===== config.mk =====
export PLATFORM = sky130hd
export DESIGN_NAME = ctrl_axi_regs
export DESIGN_NICKNAME = d
export VERILOG_FILES = /design/src/rtl/ctrl_axi_regs_pkg.sv /design/src/rtl/ctrl_axi_regs.sv
export SDC_FILE = /design/constraint.sdc
export NUM_CORES = 1
export LEC_CHECK = 0
export ABC_AREA = 0
export CAP_MARGIN = 20
export CORE_UTILIZATION = 45
export DETAILED_ROUTE_END_ITERATION = 10
export GPL_ROUTABILITY_DRIVEN = 0
export GPL_TIMING_DRIVEN = 0
export PLACE_DENSITY = 0.71
export SLEW_MARGIN = 20
export SYNTH_ARGS = -nofsm -noshare
export SYNTH_HDL_FRONTEND = slang
export SYNTH_SLANG_ARGS = --single-unit

===== constraint.sdc =====
create_clock -name clock -period 5.7 [get_ports clock]
set_clock_uncertainty 0.15 [all_clocks]
set_input_delay 0.855 -clock clock [delete_from_list [all_inputs] [get_ports clock]]
set_output_delay 0.855 -clock clock [all_outputs]
set_load 0.02 [all_outputs]

===== src/rtl/ctrl_axi_regs_pkg.sv =====
// Shared definitions for the accelerator control register block: channel FSM
// states, register map offsets, CTRL bit positions and AXI response codes.
package ctrl_axi_regs_pkg;

   typedef enum logic [1:0] {
      W_IDLE,
      W_ADDR,
      W_DATA,
      W_RESP
   } wr_state_t;

   typedef enum logic {
      R_IDLE,
      R_DATA
   } rd_state_t;

   localparam int ADDR_CTRL     = 'h00;
   localparam int ADDR_CYCLES   = 'h08;
   localparam int ADDR_ARG_BASE = 'h10;

   localparam int CTRL_START = 0;
   localparam int CTRL_DONE  = 1;
   localparam int CTRL_IDLE  = 2;

   localparam logic [1:0] RESP_OKAY   = 2'b00;
   localparam logic [1:0] RESP_SLVERR = 2'b10;

endpackage


===== src/rtl/ctrl_axi_regs.sv =====
// AXI4-Lite responder for the accelerator control/status/argument registers;
// issues a one-cycle launch pulse to the core and tracks its busy time.
//
// state  | meaning
// W_IDLE | waiting for AW and/or W
// W_ADDR | write data held, waiting for address
// W_DATA | write address held, waiting for data
// W_RESP | write committed, BVALID until BREADY
// R_IDLE | waiting for AR
// R_DATA | read data registered, RVALID until RREADY
module ctrl_axi_regs
   import ctrl_axi_regs_pkg::*;
#(
   parameter int AXI_ADDR_BITS = 6,
   parameter int AXI_DATA_BITS = 32,
   parameter int AXI_STRB_BITS = AXI_DATA_BITS / 8,
   parameter int NUM_ARGS      = 4
) (
   input  logic                       clock,
   input  logic                       reset,
   input  logic                       s_axi_control_AWVALID,
   output logic                       s_axi_control_AWREADY,
   input  logic [AXI_ADDR_BITS-1:0]   s_axi_control_AWADDR,
   input  logic                       s_axi_control_WVALID,
   output logic                       s_axi_control_WREADY,
   input  logic [AXI_DATA_BITS-1:0]   s_axi_control_WDATA,
   input  logic [AXI_STRB_BITS-1:0]   s_axi_control_WSTRB,
   output logic                       s_axi_control_BVALID,
   input  logic                       s_axi_control_BREADY,
   output logic [1:0]                 s_axi_control_BRESP,
   input  logic                       s_axi_control_ARVALID,
   output logic                       s_axi_control_ARREADY,
   input  logic [AXI_ADDR_BITS-1:0]   s_axi_control_ARADDR,
   output logic                       s_axi_control_RVALID,
   input  logic                       s_axi_control_RREADY,
   output logic [AXI_DATA_BITS-1:0]   s_axi_control_RDATA,
   output logic [1:0]                 s_axi_control_RRESP,
   output logic                       launch,
   input  logic                       finish,
   output logic [NUM_ARGS*32-1:0]     args
);

   localparam int AW = AXI_ADDR_BITS;

   function automatic logic [AW-1:0] word_addr(input logic [AW-1:0] a);
      return a & ~AW'(3);
   endfunction

   function automatic logic [AW-1:0] arg_addr(input int i);
      return AW'(ADDR_ARG_BASE + 4 * i);
   endfunction

   wr_state_t r_wstate, w_wstate_nxt;
   rd_state_t r_rstate, w_rstate_nxt;

   logic [AW-1:0]                r_awaddr;
   logic [AXI_DATA_BITS-1:0]     r_wdata;
   logic [AXI_STRB_BITS-1:0]     r_wstrb;
   logic [1:0]                   r_bresp;
   logic [AXI_DATA_BITS-1:0]     r_rdata;
   logic [1:0]                   r_rresp;
   logic                         r_start;
   logic                         r_done;
   logic                         r_busy;
   logic                         r_launch;
   logic [31:0]                  r_cycles;
   logic [NUM_ARGS-1:0][31:0]    r_args;

   logic                         w_awready;
   logic                         w_wready;
   logic                         w_commit;
   logic [AW-1:0]                w_c_addr;
   logic [AXI_DATA_BITS-1:0]     w_c_data;
   logic [AXI_STRB_BITS-1:0]     w_c_strb;
   logic                         w_wr_ctrl;
   logic                         w_wr_cyc;
   logic [NUM_ARGS-1:0]          w_wr_arg;
   logic                         w_set_start;
   logic                         w_go;
   logic                         w_ar_hs;
   logic                         w_rd_ctrl;
   logic [AXI_DATA_BITS-1:0]     w_rd_data;
   logic [1:0]                   w_rd_resp;

   always_comb begin
      w_wstate_nxt = r_wstate;
      w_awready    = 1'b0;
      w_wready     = 1'b0;
      w_commit     = 1'b0;
      w_c_addr     = s_axi_control_AWADDR;
      w_c_data     = s_axi_control_WDATA;
      w_c_strb     = s_axi_control_WSTRB;
      case (r_wstate)
         W_IDLE: begin
            w_awready = 1'b1;
            w_wready  = 1'b1;
            if (s_axi_control_AWVALID && s_axi_control_WVALID) begin
               w_commit     = 1'b1;
               w_wstate_nxt = W_RESP;
            end else if (s_axi_control_AWVALID) begin
               w_wstate_nxt = W_DATA;
            end else if (s_axi_control_WVALID) begin
               w_wstate_nxt = W_ADDR;
            end
         end
         W_DATA: begin
            w_wready = 1'b1;
            w_c_addr = r_awaddr;
            if (s_axi_control_WVALID) begin
               w_commit     = 1'b1;
               w_wstate_nxt = W_RESP;
            end
         end
         W_ADDR: begin
            w_awready = 1'b1;
            w_c_data  = r_wdata;
            w_c_strb  = r_wstrb;
            if (s_axi_control_AWVALID) begin
               w_commit     = 1'b1;
               w_wstate_nxt = W_RESP;
            end
         end
         W_RESP: begin
            if (s_axi_control_BREADY) w_wstate_nxt = W_IDLE;
         end
         default: w_wstate_nxt = W_IDLE;
      endcase
   end

   always_comb begin
      w_wr_ctrl = (word_addr(w_c_addr) == AW'(ADDR_CTRL));
      w_wr_cyc  = (word_addr(w_c_addr) == AW'(ADDR_CYCLES));
      w_wr_arg  = '0;
      for (int i = 0; i < NUM_ARGS; i++) begin
         w_wr_arg[i] = (word_addr(w_c_addr) == arg_addr(i));
      end
   end

   // A start request is only honoured when the core is fully idle and no launch is pending.
   assign w_set_start = w_commit && w_wr_ctrl && w_c_strb[0] && w_c_data[CTRL_START]
                        && !r_busy && !r_start;
   assign w_go        = r_start && !r_busy;

   always_comb begin
      w_rstate_nxt = r_rstate;
      case (r_rstate)
         R_IDLE:  if (s_axi_control_ARVALID) w_rstate_nxt = R_DATA;
         R_DATA:  if (s_axi_control_RREADY)  w_rstate_nxt = R_IDLE;
         default: w_rstate_nxt = R_IDLE;
      endcase
   end

   assign w_ar_hs   = s_axi_control_ARVALID && (r_rstate == R_IDLE);
   assign w_rd_ctrl = w_ar_hs && (word_addr(s_axi_control_ARADDR) == AW'(ADDR_CTRL));

   always_comb begin
      w_rd_data = '0;
      w_rd_resp = RESP_SLVERR;
      if (word_addr(s_axi_control_ARADDR) == AW'(ADDR_CTRL)) begin
         w_rd_data[CTRL_START] = r_start;
         w_rd_data[CTRL_DONE]  = r_done;
         w_rd_data[CTRL_IDLE]  = !r_busy;
         w_rd_resp             = RESP_OKAY;
      end else if (word_addr(s_axi_control_ARADDR) == AW'(ADDR_CYCLES)) begin
         w_rd_data = r_cycles;
         w_rd_resp = RESP_OKAY;
      end else begin
         for (int i = 0; i < NUM_ARGS; i++) begin
            if (word_addr(s_axi_control_ARADDR) == arg_addr(i)) begin
               w_rd_data = r_args[i];
               w_rd_resp = RESP_OKAY;
            end
         end
      end
   end

   always_ff @(posedge clock or negedge reset) begin
      if (!reset) begin
         r_wstate <= W_IDLE;
         r_rstate <= R_IDLE;
         r_awaddr <= '0;
         r_wdata  <= '0;
         r_wstrb  <= '0;
         r_bresp  <= '0;
         r_rdata  <= '0;
         r_rresp  <= '0;
      end else begin
         r_wstate <= w_wstate_nxt;
         r_rstate <= w_rstate_nxt;
         if (s_axi_control_AWVALID && w_awready) r_awaddr <= s_axi_control_AWADDR;
         if (s_axi_control_WVALID && w_wready) begin
            r_wdata <= s_axi_control_WDATA;
            r_wstrb <= s_axi_control_WSTRB;
         end
         if (w_commit) r_bresp <= (w_wr_ctrl || w_wr_cyc || (|w_wr_arg)) ? RESP_OKAY : RESP_SLVERR;
         if (w_ar_hs) begin
            r_rdata <= w_rd_data;
            r_rresp <= w_rd_resp;
         end
      end
   end

   always_ff @(posedge clock or negedge reset) begin
      if (!reset) begin
         r_start  <= 1'b0;
         r_done   <= 1'b0;
         r_busy   <= 1'b0;
         r_launch <= 1'b0;
         r_cycles <= '0;
         r_args   <= '0;
      end else begin
         r_launch <= w_go;
         if (w_go) begin
            r_start  <= 1'b0;
            r_busy   <= 1'b1;
            r_cycles <= '0;
         end else begin
            if (w_set_start) r_start <= 1'b1;
            if (r_busy) begin
               if (r_cycles != '1) r_cycles <= r_cycles + 32'd1;
               if (finish) r_busy <= 1'b0;
            end
         end
         // A finish landing on the same edge as a clearing CTRL read keeps done set.
         if (r_busy && finish) r_done <= 1'b1;
         else if (w_rd_ctrl)   r_done <= 1'b0;
         for (int i = 0; i < NUM_ARGS; i++) begin
            if (w_commit && w_wr_arg[i]) begin
               for (int b = 0; b < AXI_STRB_BITS; b++) begin
                  if (w_c_strb[b]) r_args[i][8*b +: 8] <= w_c_data[8*b +: 8];
               end
            end
         end
      end
   end

   // Ready outputs are gated by reset so they read 0 during reset yet assert on the first cycle after release.
   assign s_axi_control_AWREADY = w_awready && reset;
   assign s_axi_control_WREADY  = w_wready && reset;
   assign s_axi_control_ARREADY = (r_rstate == R_IDLE) && reset;
   assign s_axi_control_BVALID  = (r_wstate == W_RESP);
   assign s_axi_control_BRESP   = r_bresp;
   assign s_axi_control_RVALID  = (r_rstate == R_DATA);
   assign s_axi_control_RDATA   = r_rdata;
   assign s_axi_control_RRESP   = r_rresp;
   assign launch                = r_launch;
   assign args                  = r_args;

endmodule


==> summary.md <==
| Metric | Value |
|---|---|
| Run status | finished clean |
| Clk_lat worst skew | 0.53 ns |
| Area grow syn2layout | 31.46% |
| Combinational Power Share | around 39% |
| Simple-gate share of the synthesized area | 10.91% |
| Crit path arrival time | between 3 and 4 ns |
| Clk network pwr share | 24.0% |
| Worst-margin pin slew | 1.178 ns |
| Synth top area share | 53.45% |
| Async set or reset register ratio after synthesis | between 90% and 100% |
| Synthesized area per cell | 12.12 sq um |
| Library cells used by synthesis | 59 |
| Multiplexer area fraction after synthesis | about 25% |
| Seq cells post-synth | ~240 |
| Final net count | around 1200 |
| Synth Area in Adders | less than 1% |
| Hold Path Class | in -> async |
| CP required | between 4 and 5 ns |
| Hold_ws | around 0.093 ns |
| CTS tree | built |
| Clock Path Buffers | 3 |
| Post-DRT Antenna Nets | 0 |
| Final setup fails | 0 |
| P_sw | roughly 0.0025 W |
| Compound-gate portion of the synthesized area | just under 8% |
| Main combinational cell family by area after synthesis | multiplexers |
| Startpoint Class | flip-flop |
| Starting Density | 46.12% |
| P_leak | 6.641 nW |
| YS warnings | 0 |
| Sw frac | roughly 35% |
| Worst-path clk slew | roughly 0.06 ns |
| Share of power burned in registers | between 30 and 40% |
| Remaining Overflow, GRT | 0 |
| Die W | approximately 160 um |
| Gates resized, CTS repair | 0 |
| Layout Cells excl Fill | between 1500 and 2000 |
| Setup bufs post-CTS | 0 |
| Most used cell, CP | clkbuf_1 |
| Pwr Total | 0.007348 W |
| Core box area | ~24000 sq um |
| Detailed-route vias per instance | approximately 5.7 |
| Die Ht | about 160 um |
| Xor-xnor portion of the synthesized cell area | less than 1% |
| Crit path cell chain | inv_1, ha_1, clkbuf_1, clkbuf_1, o21a_1, clkdlybuf4s50_1 |
| Slowest stage cell, crit path | clkbuf_1 |
| Largest net degree at the start of global routing | between 90 and 100 |
| Dpl hpwl | 22940 um |
| Crit path max fanout | 10 |
| RSZ-0062 raised after global routing | no |
| Root Driver | clkbuf_16 |
| Starting DRT DRC Count | about 750 |
| Crit path kind | reg -> out |
| Hold Buf Count CTS | 0 |
| Placed cells | 1476 |
| Vias in the first global route | just under 9000 |
| DRC | 0 |
| Top delay family on crit path | buffers and inverters |
| Max Cap Viol | 0 |
| Max-slew violation count | 0 |
| # IOs | about 230 |
| Clock sink count | ~240 |
| Avg WL per Cell | around 21 um |
| Share of layout cells above drive strength 1 | a little under a quarter |
| Buf/Inv on CP | 4 |
| Number of synthesized flops with an enable pin | 0 |
| Top post-synthesis cells by area | dfrtp_1 53%, mux2_2 20%, mux2i_1 4.6%, nand2_1 4.5%, a222oi_1 2.6% |
| Total number of vias | between 8000 and 9000 |
| Buffers on Ports | 218 |
| Seq/Total Area, Yosys | between 50% and 60% |
| H-tree depth | 1 |
| Antenna violations before repair | 3 |
| Mapped Cells | between 900 and 1000 |
| All-layer global routing usage | around 25% |
| CP peak stage delay | just over 0.6 ns |
| Final hold violations | 0 |
| Relative slew slack | 20.96% |
| Int Power | roughly 0.0048 W |
| DRT Wirelength | 32440 um |
| Drt pass-1 iters | 6 |
| Worst vdd ir | roughly 320 uV |
| Area leader, netlist | dfrtp_1 |
| Main synth FF type | dfrtp_1 |
| Placement Rows | 57 |
| Total CTS buffers | 26 |
| Min Clock Period, post-route | ~4.4 ns |
| Setup crit end kind | output pin |
| Die ar. | 25710 sq um |
| Global-route wire length before repair | around 50000 um |
| Pwr/cell area | just under 500 nW/um^2 |
| Fmax | 0.2297 GHz |
| Mapped Area | between 10000 and 15000 sq um |
| Period utilisation layout | ~76% |
## final cells by class
class / instances / area (sq um)
Timing Repair Buffer: 220 / 2242
Tap cell: 324 / 405.4
Antenna cell: 1 / 2.502
Multi-Input combinational cell: 633 / 5017
Clock inverter: 6 / 111.4
Clock buffer: 40 / 784.5
Fill cell: 1977 / 9630
Inverter: 11 / 41.29
Sequential cell: 241 / 6031
Buffer: 47 / 196.4
## routing by layer
metal / wire length, um / track usage (%) / share of wire [%] / vias up
met5: 25 / 0 / 0.077 / -
met4: 707 / 6.407 / 2.2 / 4
met3: 2090 / 4.855 / 6.4 / 58
met2: 15380 / 41.32 / 47 / 307
met1: 14240 / 34.26 / 44 / 4435
li1: - / - / - / 3929
## power groups by stage
stage                     sequential, W  clock, W  combinational (W)
after floorplan                 0.00310         0            0.00117
after CTS                       0.00272   0.00178            0.00288
after detailed placement        0.00274         0            0.00287
after global routing            0.00279   0.00185            0.00303
final                           0.00272   0.00176            0.00286
after global placement          0.00273         0            0.00282
## cell usage after synthesis (2+ instances only)
cell / count
o21a_1: 2
a21oi_1: 18
a211oi_1: 7
nor2b_1: 5
or3_1: 2
mux2_2: 200
xnor2_1: 2
and2_1: 3
inv_1: 11
ha_1: 7
nor3_1: 4
a222oi_1: 29
and3_1: 5
o21ai_1: 2
nor2_2: 12
mux2i_1: 52
a41oi_1: 2
o41ai_1: 4
o22ai_1: 2
clkbuf_1: 35
a2111oi_0: 2
o221ai_1: 2
nand4_1: 12
nand3_1: 22
nand4b_1: 3
nor2_1: 20
nor3_4: 3
buf_2: 6
nor4_4: 2
a22o_1: 4
dfrtp_1: 241
o21ai_0: 35
nand2_1: 134
a31oi_1: 2
buf_1: 2
a31o_2: 4
nand2b_1: 5
and4_1: 5
buf_4: 3
## path summary, 6_finish.rpt
| path | to | slack (ns) | from | depth (start not counted) |
|---|---|---|---|---|
| worst max-delay path | s_axi_control_AWREADY | 1.35 | r_wstate[1] | 6 |
| max in group asynchronous | args[72] | 4.46 | reset | 2 |
| worst max register to register | r_wdata[31] | 2.44 | r_wstate[0] | 6 |
| worst min-delay path | r_wdata[29] | 0.09 | reset | 1 |
| min in group clock | s_axi_control_RDATA[2] | 0.34 | s_axi_control_RDATA[2] | 2 |
| worst min register to register | s_axi_control_RDATA[2] | 0.34 | s_axi_control_RDATA[2] | 2 |
## registers in the layout, summed over array words and instances (netlist names)
name / cells
r_done: 1
args: 128
r_wstrb: 4
r_wstate: 2
r_busy: 1
s_axi_control_BRESP: 1
r_awaddr: 4
launch: 1
s_axi_control_RRESP: 1
s_axi_control_RDATA: 32
r_cycles: 32
s_axi_control_RVALID: 1
r_wdata: 32
r_start: 1
## kinds of logic after synthesis
group	count (synthesis)
muxes	253
xor gates and xnor gates	3
DFF	241
AOI/OAI and AO/OA	122
buffers and inverters	58
and+or+nand+nor	246
other	1
adders and majority gates	7
## cell usage in the layout, fill, tap and decap left out, drive strengths merged, types with 5 or more instances in the layout
cell,count
nand2b,5
nor2,33
clkdlybuf4s50,217
o21ai,37
inv,12
nand4,12
mux2i,52
nor2b,5
a222oi,29
buf,14
clkbuf,76
nand2,134
and4,5
a21oi,18
a211oi,8
nand3,23
dfrtp,241
mux2,201
nor3,7
ha,7
and3,5
## through the flow
stage / util (%) / setup WS (ns) / TNS, ns / cell area, sq um
after floorplan: - / 3.012 / 0 / 11290
after global placement: 56.71 / -6.863 / -1665.96 / 13870
final: 60.63 / 1.347 / 0 / 14830
after global routing: 60.62 / 1.209 / 0 / 14830
after CTS: 60.62 / 1.339 / 0 / 14830
after detailed placement: 56.96 / 1.932 / 0 / 13930
Note: power is estimated with default switching activity, not from simulation.
